File: src/rtl/pipeline_stall_controller.sv
// Hazard and stall sequencer for the 5-stage MIPS core: load-use stalls, taken-branch
// flushes and the multi-cycle multiply hold of EX, plus a saturating stall-cycle counter.
module pipeline_stall_controller #(
  parameter int unsigned MUL_LATENCY = 4
) (
  input  logic        CLK,
  input  logic        Reset_L,
  input  logic [4:0]  ID_Rs,
  input  logic [4:0]  ID_Rt,
  input  logic        ID_UseRs,
  input  logic        ID_UseRt,
  input  logic        ID_MulOp,
  input  logic        EX_MemRead,
  input  logic [4:0]  EX_Rw,
  input  logic        EX_BranchTaken,
  input  logic        StatClear,
  output logic        PCWrite,
  output logic        IF_ID_Write,
  output logic        IF_Flush,
  output logic        ID_EX_Bubble,
  output logic        ID_EX_Hold,
  output logic        EX_MEM_Bubble,
  output logic        MulStart,
  output logic        MulBusy,
  output logic [15:0] StallCount
);

  typedef enum logic {
    RUN      = 1'b0,
    MUL_WAIT = 1'b1
  } state_e;

  localparam logic [3:0] CNT_INIT = 4'(MUL_LATENCY - 1);

  state_e      state_q, state_d;
  logic [3:0]  cnt_q, cnt_d;
  logic [15:0] stall_cnt_q, stall_cnt_d;
  logic        load_use_s;

  assign load_use_s = EX_MemRead && (EX_Rw != 5'd0) &&
                      ((ID_UseRs && (ID_Rs == EX_Rw)) || (ID_UseRt && (ID_Rt == EX_Rw)));

  always_ff @(posedge CLK or negedge Reset_L) begin
    if (!Reset_L) begin
      state_q     <= RUN;
      cnt_q       <= 4'd0;
      stall_cnt_q <= 16'd0;
    end else begin
      state_q     <= state_d;
      cnt_q       <= cnt_d;
      stall_cnt_q <= stall_cnt_d;
    end
  end

  // Outputs stay 0 while reset is held, including the write enables.
  always_comb begin
    state_d       = state_q;
    cnt_d         = cnt_q;
    PCWrite       = 1'b0;
    IF_ID_Write   = 1'b0;
    IF_Flush      = 1'b0;
    ID_EX_Bubble  = 1'b0;
    ID_EX_Hold    = 1'b0;
    EX_MEM_Bubble = 1'b0;
    MulStart      = 1'b0;
    MulBusy       = 1'b0;
    if (Reset_L) begin
      case (state_q)
        RUN: begin
          PCWrite     = 1'b1;
          IF_ID_Write = 1'b1;
          if (EX_BranchTaken) begin
            IF_Flush     = 1'b1;
            ID_EX_Bubble = 1'b1;
          end else if (load_use_s) begin
            PCWrite      = 1'b0;
            IF_ID_Write  = 1'b0;
            ID_EX_Bubble = 1'b1;
          end else if (ID_MulOp) begin
            MulStart = 1'b1;
            state_d  = MUL_WAIT;
            cnt_d    = CNT_INIT;
          end else begin
            state_d = RUN;
          end
        end
        MUL_WAIT: begin
          ID_EX_Hold    = 1'b1;
          EX_MEM_Bubble = 1'b1;
          MulBusy       = 1'b1;
          cnt_d         = cnt_q - 4'd1;
          if (cnt_q == 4'd1) begin
            state_d = RUN;
            cnt_d   = 4'd0;
          end else begin
            state_d = MUL_WAIT;
          end
        end
        default: begin
          state_d = RUN;
          cnt_d   = 4'd0;
        end
      endcase
    end else begin
      state_d = RUN;
      cnt_d   = 4'd0;
    end
  end

  // Clear wins over increment; the counter sticks at all-ones.
  always_comb begin
    stall_cnt_d = stall_cnt_q;
    if (StatClear) begin
      stall_cnt_d = 16'd0;
    end else if (!PCWrite && (stall_cnt_q != 16'hFFFF)) begin
      stall_cnt_d = stall_cnt_q + 16'd1;
    end else begin
      stall_cnt_d = stall_cnt_q;
    end
  end

  assign StallCount = stall_cnt_q;

endmodule

File: config.mk
export PLATFORM = sky130hd
export DESIGN_NAME = pipeline_stall_controller
export DESIGN_NICKNAME = d
export VERILOG_FILES = /design/src/rtl/pipeline_stall_controller.sv
export SDC_FILE = /design/constraint.sdc
export NUM_CORES = 1
export LEC_CHECK = 0
export BUFFER_PORTS_ARGS = -buffer_cell sky130_fd_sc_hd__buf_2
export CAP_MARGIN = 15
export CELL_PAD_IN_SITES_DETAIL_PLACEMENT = 0
export CELL_PAD_IN_SITES_GLOBAL_PLACEMENT = 2
export CORE_UTILIZATION = 29
export DETAILED_ROUTE_END_ITERATION = 12
export GPL_TIMING_DRIVEN = 0
export PLACE_DENSITY = 0.86
export SLEW_MARGIN = 20
export SYNTH_ARGS = -nofsm -noshare
export SYNTH_HDL_FRONTEND = slang
export SYNTH_SLANG_ARGS = --single-unit
File: constraint.sdc
create_clock -name CLK -period 2.33 [get_ports CLK]
set_clock_uncertainty 0.05 [all_clocks]
set_input_delay 0.233 -clock CLK [delete_from_list [all_inputs] [get_ports CLK]]
set_output_delay 0.233 -clock CLK [all_outputs]
set_load 0.03 [all_outputs]
==> results list, run 1 <==
- The floorplan step defined a core boundary enclosing 0.00479 mm2.
- The worst setup path is launched from an input pin.
* Antenna violations before repair: 0
* Final-layout fill cell count: 511
- The critical path is of the in -> out type.
* Pre-CTS setup slack: 0.0178 ns
- Worst hold margin: 0.0767 ns
- Post-synth net total: 190
* Capturing point of the worst reg2reg path: StallCount[6]
- In this run, synthesis produced a sequential element count of 21.
- XOR/XNOR share of the synthesized area: 5.96%
- Count of vias placed by the detailed router: 1395
* RR Startpoint: StallCount[9]
- Net Switching: 0.249 mW
- Path depth of the worst reg2reg path: 7
- For this run, the top clock speed supported by timing is 0.439 GHz.
- Via count of the first global-routing pass: 1258
- After technology mapping, the gate count stands at 164.
- Total iterations of the first detailed-routing run: 4
* Clk buf depth: 2
- Result of the run: finished, final reports clean
- Largest family of logic cells by synthesized area: simple AND/OR/NAND/NOR gates
- At the end of the flow the core is filled with cells to 38.6%.
- Clock tree synthesis found a total of 21 sinks.
* Synth-to-layout area growth: 25.7%
* Leading cell types by total area after synthesis: dfrtp_1 36%, xnor2_1 6.0%, or4_1 5.6%
- The most critical setup path has its startpoint at EX_Rw[1].
* Transition time of the tightest slew-check pin: 0.528 ns
- Power share of the clock group: 29.5%
* Row count: 25
- In the final layout, the share of cells above drive strength 1 is 34.4%.
- Final count of pins violating max slew: 0
- Summing the areas of all and, or, nand and nor instances in the mapped netlist gives 28.1% of the synthesized area.
* PnR Total Power: 0.829 mW
* Maximum vdd ir drop: 0.162 mV
- The total overflow left after global routing is 0.
* Post-route cell area: 0.00185 mm2
* TritonCTS clock tree: built
- The smallest clock period supported by the final layout is computed as 2.28 ns.
- Count of warnings emitted by yosys: 0
- A synthesized cell averages 8.96 um2.
* Placed cell count: 277
- The number of antenna diodes in the final layout is 0.
- Register-to-register setup slack: 0.11 ns
- In this run the horizontal extent of the chip is 73.2 um.
* WL/cell: 13.0 um
- Iter 0 DRT Violations: 98
* H-tree level count: 1
* Multiplexer share of the synthesized area: 3.83%
* Post-detailed-route DRC marker count: 0
* Critical path destination: PCWrite
- Pin count of the biggest net entering global routing: 22
- Buffers inserted during clock tree synthesis total 3.
* Cell types with the highest counts after synthesis: 21 x dfrtp_1, 14 x a21oi_1, 14 x nand3_1, 11 x or4_1
* Final WL: 3650 um
- Crit share post-route: 97.7%
- Summing the areas of all compound-gate instances in the mapped netlist gives 16.0% of the synthesized area.
- In this run the tool buffered the top-level ports with 46 buffer cells.
- Setup WS post-layout: 0.0535 ns
- The mapped netlist covers 0.00147 mm2.
- For the worst setup path, the data required time is 2.05 ns.
* Cell with the most instances after synthesis: dfrtp_1
- Die Outline Area: 0.00536 mm2
- Summed over its instances, the top area cell type makes up 35.7% of the synthesized netlist area.
- The worst setup path is captured at a primary output.
- Power per cell area: 448 mW/mm2
- Of the total power, registers draw 47.3%.
* Post-synthesis cell type count: 42
- Clock Tree Root: clkbuf_8
- Proportion of power drawn by combinational gates: 23.2%
- The die is 73.2 um tall.
- Arrival time reported for the critical path endpoint: 1.99 ns
* Final RePlAce weighted congestion: 0.783
* Class of the most critical hold timing path: in -> async
* Clock-pin slew on the worst setup and hold paths: 0.08 ns
* Number of routed nets with antenna violations: 0
- Excluding fillers, the count of instances in the completed layout stands at 282.
- Sequential share of the synthesized area: 35.7%
- At the later pin of the worst-skew pair, clock insertion delay measures 0.26 ns.
- The number of endpoints with negative hold slack in the final report is 0.
* Global routing usage summed across all routing layers: 14.2%
* Post-layout net count: 242
- The internal portion of the total power is 0.580 mW.
- After Yosys synthesis, full adders, half adders and majority gates account for 2.55% of the synthesized area.
* Detailed Place HPWL: 2630 um
* Detailed-route vias per instance: 4.95
- After synthesis, the share of flip-flops with an asynchronous set or reset is 100%.
- TNS Setup: 0 ns
- Commonest register cell after synthesis: dfrtp_1
- Leakage: 0.855 nW
- Placed instance area: 0.00178 mm2
* Initial cell density of the core: 30.7%
- Switching Fraction: 30.0%
- Along the worst path, the maximum fanout reaches 11.
- Max-Slew Margin vs Limit: 64.8%
- The tool flagged a number of max-cap violations equal to 0.
- Setup violations remaining at the end of the flow were counted as 0.
* Cell taking the most area after synthesis: dfrtp_1
- Number of flops mapped to enable cells by yosys: 0
* Number of primary I/O pins: 47
* Global-route wire length before repair: 5960 um
-- layout by cell type, fill, tap and decap left out, types with 3 or more instances in the layout --
| cell | instances |
|---|---|
| buf_2 | 47 |
| dfrtp_1 | 21 |
| nand3_1 | 14 |
| a21oi_1 | 14 |
| xnor2_1 | 10 |
| nor2_1 | 10 |
| or4_1 | 10 |
| nand2_1 | 9 |
| o31ai_1 | 9 |
| and3_1 | 5 |
| nor2b_1 | 5 |
| mux2_2 | 5 |
| inv_1 | 4 |
| o21ai_0 | 4 |
| buf_4 | 4 |
| clkbuf_1 | 3 |
| nor3_1 | 3 |
| ha_1 | 3 |
| clkbuf_8 | 3 |
-- what timing repair did --
item	CTS	global route
setup buffers	0	1
endpoints found under the setup margin	0	1
hold buffers	1	0
resized for setup	0	3
hold endpoints to repair	21	0
-- final cells by class --
type                            count  area, um2  share of cell area [%]
Buffer                             11       91.3                    4.94
Multi-Input combinational cell    126        833                    45.1
Sequential cell                    21        526                    28.4
Tap cell                           67       83.8                    4.54
Timing Repair Buffer               48        245                    13.3
Inverter                            5       23.8                    1.29
Clock buffer                        4       45.0                    2.44
-- critical path, cell delays in order --
cell and delay, ns:
buf_2 0.13, or4_4 0.54, o21ai_2 0.17, nor2_1 0.05, a21o_2 0.24, clkinv_4 0.09
buf_8 0.13, buf_8 0.14, buf_4 0.10, clkbuf_4 0.17
-- layer usage --
layer | global-route usage, % | vias to the layer above | share of wire, %
met4 | 4.58 | 0 | 1.0
met2 | 21.9 | 43 | 46
li1 | - | 700 | -
met1 | 20.4 | 648 | 48
met3 | 1.93 | 4 | 5.0
met5 | 0 | - | 0
-- cell families after synthesis --
kind of cell,count (synthesis)
simple gates,71
compound gates,37
flops,21
buf+inv,17
xor+xnor,10
mux,5
fa+ha+maj,3
-- power groups by stage --
stage	clock [mW]	sequential, mW	combinational, mW
finish	0.245	0.392	0.192
global route	0.264	0.394	0.214
CTS	0.258	0.389	0.195
detailed placement	0	0.396	0.192
global placement	0	0.396	0.192
floorplan	0	0.402	0.120
-- flip-flops by register name (all words and copies together), names as in the netlist --
name	cells
StallCount	16
cnt_q	4
state_q	1
-- worst min-delay path by stage --
stage                          end  slack, ns  cells after the start
finish              StallCount[11]       0.08                      2
detailed placement  StallCount[11]       0.22                      1
global placement    StallCount[11]       0.21                      1
CTS                       cnt_q[1]       0.21                      3
floorplan            StallCount[0]      -0.11                      0
global route        StallCount[11]       0.15                      2
Note: power is estimated with default switching activity, not from simulation.
==> inputs of run 2 (changes only) <==
Settings changed: RECOVER_POWER from default to 25.
==> results list, run 2 (synthesis gave the netlist of run 1 again) <==
- Bufs and invs on worst path: 6
* Kind of start point of the critical path: input pin
- Crit path max-delay family: buffers and inverters
- The initial utilization of the core area, before any placement, comes to 30.7%.
* Share of cells above drive strength 1: 33.5%
- The die is 73.2 um tall.
- The number of endpoints with negative hold slack in the final report is 0.
* Cell depth of the worst min-delay path: 3
* Max-Slew Margin vs Limit: 21.7%
- Die Outline Area: 0.00536 mm2
* Post-layout net count: 242
- Global routing consumed, over all layers together, 14.2% of the routing resources.
* Commonest non-fill, non-tap cell in the layout: buf_2
* H-tree level count: 1
- After detailed placement, the total cell area comes to 0.00178 mm2.
- 0 antenna diodes ended up in the layout.
* Horiz. Die Dim: 73.2 um
- Worst Path Max Fanout: 11
* Multi-input logic area: 833 um2
- End point of the most critical hold path: cnt_q[1]
* Global-route wire length before repair: 5960 um
* Setup violators final: 0
- Shortest clock period the worst path allows after layout: 2.28 ns
- From synthesis to final layout, the design area changed by 25.5%.
* Detailed Place HPWL: 2630 um
- Final WL: 3660 um
- Source of the worst hold timing path: Reset_L
- The floorplan step defined a core boundary enclosing 0.00479 mm2.
- 47 I/O pins were placed.
* Crit share post-route: 97.7%
- Result of the run: finished, final reports clean
* CTS Buf Count: 3
* Buffers added on ports: 46
- WL/cell: 13.0 um
- The tree built by TritonCTS fans out to 21 sinks.
- Clock latency of the later-clocked register in the worst-skew pair: 0.26 ns
- Delay of the slowest cell on the worst path: 0.54 ns
- Register-to-register setup slack: 0.11 ns
- The register with the most flip-flops in the layout has 16 of them.
- Routability-driven placement finished with a final weighted congestion of 0.783.
- Clock Tree Root: clkbuf_8
* Most used cells in the layout excluding fill and tap cells: 45 x buf_2, 21 x dfrtp_1, 14 x nand3_1, 14 x a21oi_1
* Via count of the first global-routing pass: 1258
* Power per cell area: 450 mW/mm2
* Leakage: 0.850 nW
- Post-route cell area: 0.00185 mm2
- The worst register-to-register path ends at StallCount[6].
- Hold is met by 0.261 ns.
* Class of the most critical hold timing path: in -> reg
* Area taken by flip-flops and latches: 526 um2
* Pin count of the biggest net entering global routing: 22
* Clock-pin slew on the worst setup and hold paths: 0.08 ns
- The worst setup path is captured at a primary output.
- The number of antenna violations at the first check in global routing came to 0.
* Arrival time reported for the critical path endpoint: 1.99 ns
- The tool flagged a number of max-cap violations equal to 0.
- RR Startpoint: StallCount[9]
* Transition time of the tightest slew-check pin: 1.17 ns
* Total iterations of the first detailed-routing run: 4
* Post-detailed-route DRC marker count: 0
* TritonCTS clock tree: built
- Across the VDD grid, the largest voltage drop is 0.163 mV.
- For this block, the initial DRC count from the detailed router was 83.
- Chain of cells forming the critical path: buf_2 -> or4_4 -> o21ai_2 -> nor2_1 -> a21o_2 -> clkinv_4 -> buf_8 -> buf_8 -> buf_4 -> clkbuf_4
* Setup Crit Path Kind: in -> out
- In this run the core area contains 25 standard-cell rows.
* Detailed-route vias per instance: 4.91
* Max Freq: 0.439 GHz
- In this run the deepest clock path goes through 2 buffers.
- Required @ worst endpoint: 2.05 ns
- Measured in cells, the most critical reg-to-reg path has a length of 7.
- Count of vias placed by the detailed router: 1386
- The largest individual stage delay along the critical path comes from the cell or4_4.
* Most frequent cell on the critical path: buf_8
- Final global-route overflow total: 0
- Number of routed nets with antenna violations: 0
- Final core utilization: 38.6%
- Final-layout fill cell count: 511
* Final count of pins violating max slew: 0
-- run 2: cell count changes in the layout (fill, tap and decap cells not counted), sizes merged --
cell    change
buf         -2
clkbuf      +2
-- run 2: layout make-up --
type	count	share of cell area (%)
timing repair buffer	48	13.2
sequential	21	28.5
clock buffer	4	2.44
multi-input combinational	126	45.2
inverter	5	1.29
buffer	11	4.95
tap	67	4.54
-- run 2: power by group --
part           total (mW)  switching [mW]  internal (mW)
Clock               0.247           0.125          0.122
Sequential          0.392          0.0157          0.376
Combinational       0.192           0.111         0.0810
-- run 2: routing by layer --
metal	track usage, %	vias to the layer above	part of all wire (%)
li1	-	700	-
met1	20.4	641	48
met2	21.9	41	46
met3	1.93	4	4.8
met4	4.58	0	0.98
met5	0	-	0
-- run 2: how the worst max path moves through the flow --
stage / from / endpoint / slack [ns] / depth (start not counted)
2_1_floorplan: StallCount[3] / StallCount[13] / 0.16 / 8
3_3_place_gp: EX_Rw[1] / PCWrite / 0.01 / 10
3_5_place_dp: EX_Rw[1] / PCWrite / 0.02 / 10
4_1_cts: EX_Rw[1] / PCWrite / 0.02 / 10
5_1_grt: EX_Rw[1] / PCWrite / -0.01 / 10
6_report: EX_Rw[1] / PCWrite / 0.05 / 10
-- run 2: worst register-to-register path: stages (launching register included) --
cell and delay [ns]:
dfrtp_1 0.44, and3_1 0.23, and3_1 0.22, and3_1 0.22, and3_4 0.20, buf_6 0.14
nor4_1 0.25, mux2_2 0.37
-- run 2: timing repair --
| item | 4_1_cts | 5_1_grt |
|---|---|---|
| buffers inserted | 0 | 1 |
| hold endpoints to repair | 21 | 0 |
| resized for setup | 0 | 3 |
| endpoints found under the setup margin | 0 | 1 |
| hold buffers | 1 | 0 |
-- run 2: stage by stage --
stage	std cells	power [mW]	setup WS [ns]	TNS [ns]
finish	282	0.831	0.0544	0
floorplan	164	0.522	0.164	0
CTS	282	0.842	0.0168	0
global placement	277	0.589	0.0111	0
detailed placement	277	0.589	0.0178	0
global route	282	0.871	-0.0110	-0.0110
==> inputs of run 3 (changes only) <==
Settings changed: CORE_UTILIZATION 29 to 31, CTS_CLUSTER_DIAMETER from default to 40, PLACE_DENSITY 0.86 to 0.91.
Clock period 2.33 ns to 2.9 ns, I/O delays scaled along.
==> results list, run 3 (synthesis gave the netlist of run 1 again) <==
- Synth-to-layout area growth: 24.0%
- At the worst endpoint, the arrival time is 2.28 ns.
- Pin count of the biggest net entering global routing: 27
- Via count of the first global-routing pass: 1246
- Counting I/O delays and the setup requirement, the final critical path takes 2.62 ns.
- Global-route wire length before repair: 5690 um
- The tool flagged a number of max-cap violations equal to 0.
- Iter 0 DRT Violations: 40
- For this design, the sink count on the clock tree is 21.
* Final WL: 3520 um
- Fraction of power consumed by sequential logic: 47.5%
* Horiz. Die Dim: 70.9 um
- Maximum vdd ir drop: 0.148 mV
- Transition time of the tightest slew-check pin: 0.491 ns
* Number of routed nets with antenna violations: 0
- Data on the critical path is required at its endpoint by 2.56 ns.
- The number of antenna violations at the first check in global routing is 0.
- In the final routed layout, each cell accounts on average for 13.2 um.
* H-tree level count: 1
- Setup repair after global routing missed its margin: no
- Summed over all failing endpoints, the final setup total negative slack is 0 ns.
- In this run the tightest slew margin relative to its limit is 67.1%.
* RR Startpoint: StallCount[3]
- Proportion of power drawn by combinational gates: 23.2%
* Flip-flop count of the largest register, all copies and words added: 16
- The repair_antennas step left the layout with diodes totalling 0.
- Placed instance area: 0.00177 mm2
- CP Launch Point: Reset_L
* Share of cells above drive strength 1: 33.0%
* Slowest CP cell: dlygate4sd3_1
- At the later pin of the worst-skew pair, clock insertion delay measures 0.26 ns.
- Power per cell area: 362 mW/mm2
- From bottom edge to top edge, the die measures 70.9 um.
- Placeable core region: 0.00444 mm2
- Commonest non-fill, non-tap cell in the layout: buf_2
- Final count of pins violating max slew: 0
- Global routing usage summed across all routing layers: 14.3%
- Final RePlAce weighted congestion: 0.731
- Number of primary I/O pins: 47
- Switching Fraction: 29.6%
- Most used cells in the layout excluding fill and tap cells: 46 x buf_2, 21 x dfrtp_1, 14 x nand3_1, 14 x a21oi_1, 11 x or4_1
- Detailed-route vias per instance: 5.19
- The detailed router placed 1387 vias in this run.
* Clk buf depth: 2
* Worst setup EP type: primary output
- The number of placed instances, taps included, is 262.
- Crit share post-route: 90.3%
* Initial cell density of the core: 33.1%
- Static timing analysis puts the maximum clock frequency at 0.382 GHz.
- Post-detailed-route DRC marker count: 0
- Before CTS, the worst setup slack after placement is 0.475 ns.
- Post-layout net count: 242
- Worst Path Max Fanout: 26
* Final global-route overflow total: 0
- Setup violators final: 0
* Kind of start point of the critical path: input pin
- The worst register-to-register path has a setup slack of 0.68 ns.
- Net Switching: 0.195 mW
* Clock Tree Root: clkbuf_8
- Row count: 24
- Die Outline Area: 0.00502 mm2
* Setup Crit Path Kind: in -> out
- In the post-route analysis, the smallest setup slack over all paths is 0.282 ns.
- Source of the worst hold timing path: StatClear
- TritonCTS built the clock tree.
* Post-route cell area: 0.00182 mm2
- On the worst path, the slowest cell contributes a delay of 0.52 ns.
* Non-filler cells, final: 267
* Leakage: 0.849 nW
- The number of endpoints with negative hold slack in the final report is 0.
* PnR Total Power: 0.659 mW
* Power share of the clock group: 29.3%
- After clock tree synthesis, the clock-pin slew on the worst setup and hold paths is 0.08 ns.
* Internal power component: 0.464 mW
- Detailed Place HPWL: 2650 um
- Total iterations of the first detailed-routing run: 6
- CTS Buf Count: 3
- The path class of the tightest hold or removal check is in -> reg.
- The count of buffers added on input and output ports is 46.
- Result of the run: finished, final reports clean
- Chain of cells forming the critical path: dlygate4sd3_1 -> clkbuf_4 -> nand2b_1 -> a21o_2 -> clkinv_4 -> buf_8 -> buf_6 -> buf_4 -> buf_2
## run 3: changes by cell type in the layout (fill, tap and decap cells not counted), sizes merged
cell / previous run / this run
clkbuf: 9 / 8
dlygate4sd3: 0 / 1
## run 3: per-layer routing
layer / up-vias / GRT usage, % / share of wire (%)
met5: - / 0 / 0
met4: 0 / 4.67 / 1.4
met3: 6 / 1.71 / 2.1
met2: 27 / 23.5 / 47
met1: 656 / 19.6 / 49
li1: 698 / - / -
## run 3: power by group through the flow
| stage | Sequential, mW | Combinational (mW) | Clock, mW |
|---|---|---|---|
| global placement | 0.319 | 0.153 | 0 |
| detailed placement | 0.319 | 0.154 | 0 |
| global route | 0.315 | 0.171 | 0.207 |
| finish | 0.313 | 0.153 | 0.193 |
| CTS | 0.313 | 0.155 | 0.200 |
| floorplan | 0.323 | 0.0965 | 0 |
## run 3: cell type report
class                           count  area, um2
Fill cell                         458       2620
Multi-Input combinational cell    126        830
Sequential cell                    21        526
Timing Repair Buffer               47        243
Buffer                             12       91.3
Tap cell                           52       65.1
Clock buffer                        4       45.0
Inverter                            5       23.8
## run 3: stage by stage
| step | util (%) | hold slack, ns |
|---|---|---|
| 4_1_cts | 41.0 | 0.351 |
| 6_report | 41.0 | 0.349 |
| 3_5_place_dp | 39.7 | 0.265 |
| 2_1_floorplan | - | -0.0556 |
| 3_3_place_gp | 39.7 | 0.261 |
| 5_1_grt | 41.0 | 0.372 |
## run 3: path summary, 6_finish.rpt
path | endpoint | depth (start not counted)
worst min-delay path | StallCount[2] | 3
min in group asynchronous | StallCount[10] | 2
worst max-delay path | PCWrite | 9
worst min register to register | StallCount[14] | 2
worst max register to register | StallCount[6] | 8
max in group asynchronous | StallCount[1] | 2
## run 3: worst max-delay path, delay by kind of cell
kind,cells,cell delay [ns]
buffers and inverters,7,1.53
AND/OR/NAND/NOR,1,0.19
AO/OA/AOI/OAI,1,0.26
## run 3: what timing repair did
action                                  4_1_cts  5_1_grt
buffers inserted                              0        0
resized for setup                             0        1
endpoints found under the setup margin        0        2
hold endpoints to repair                     21        0
hold buffers                                  1        0
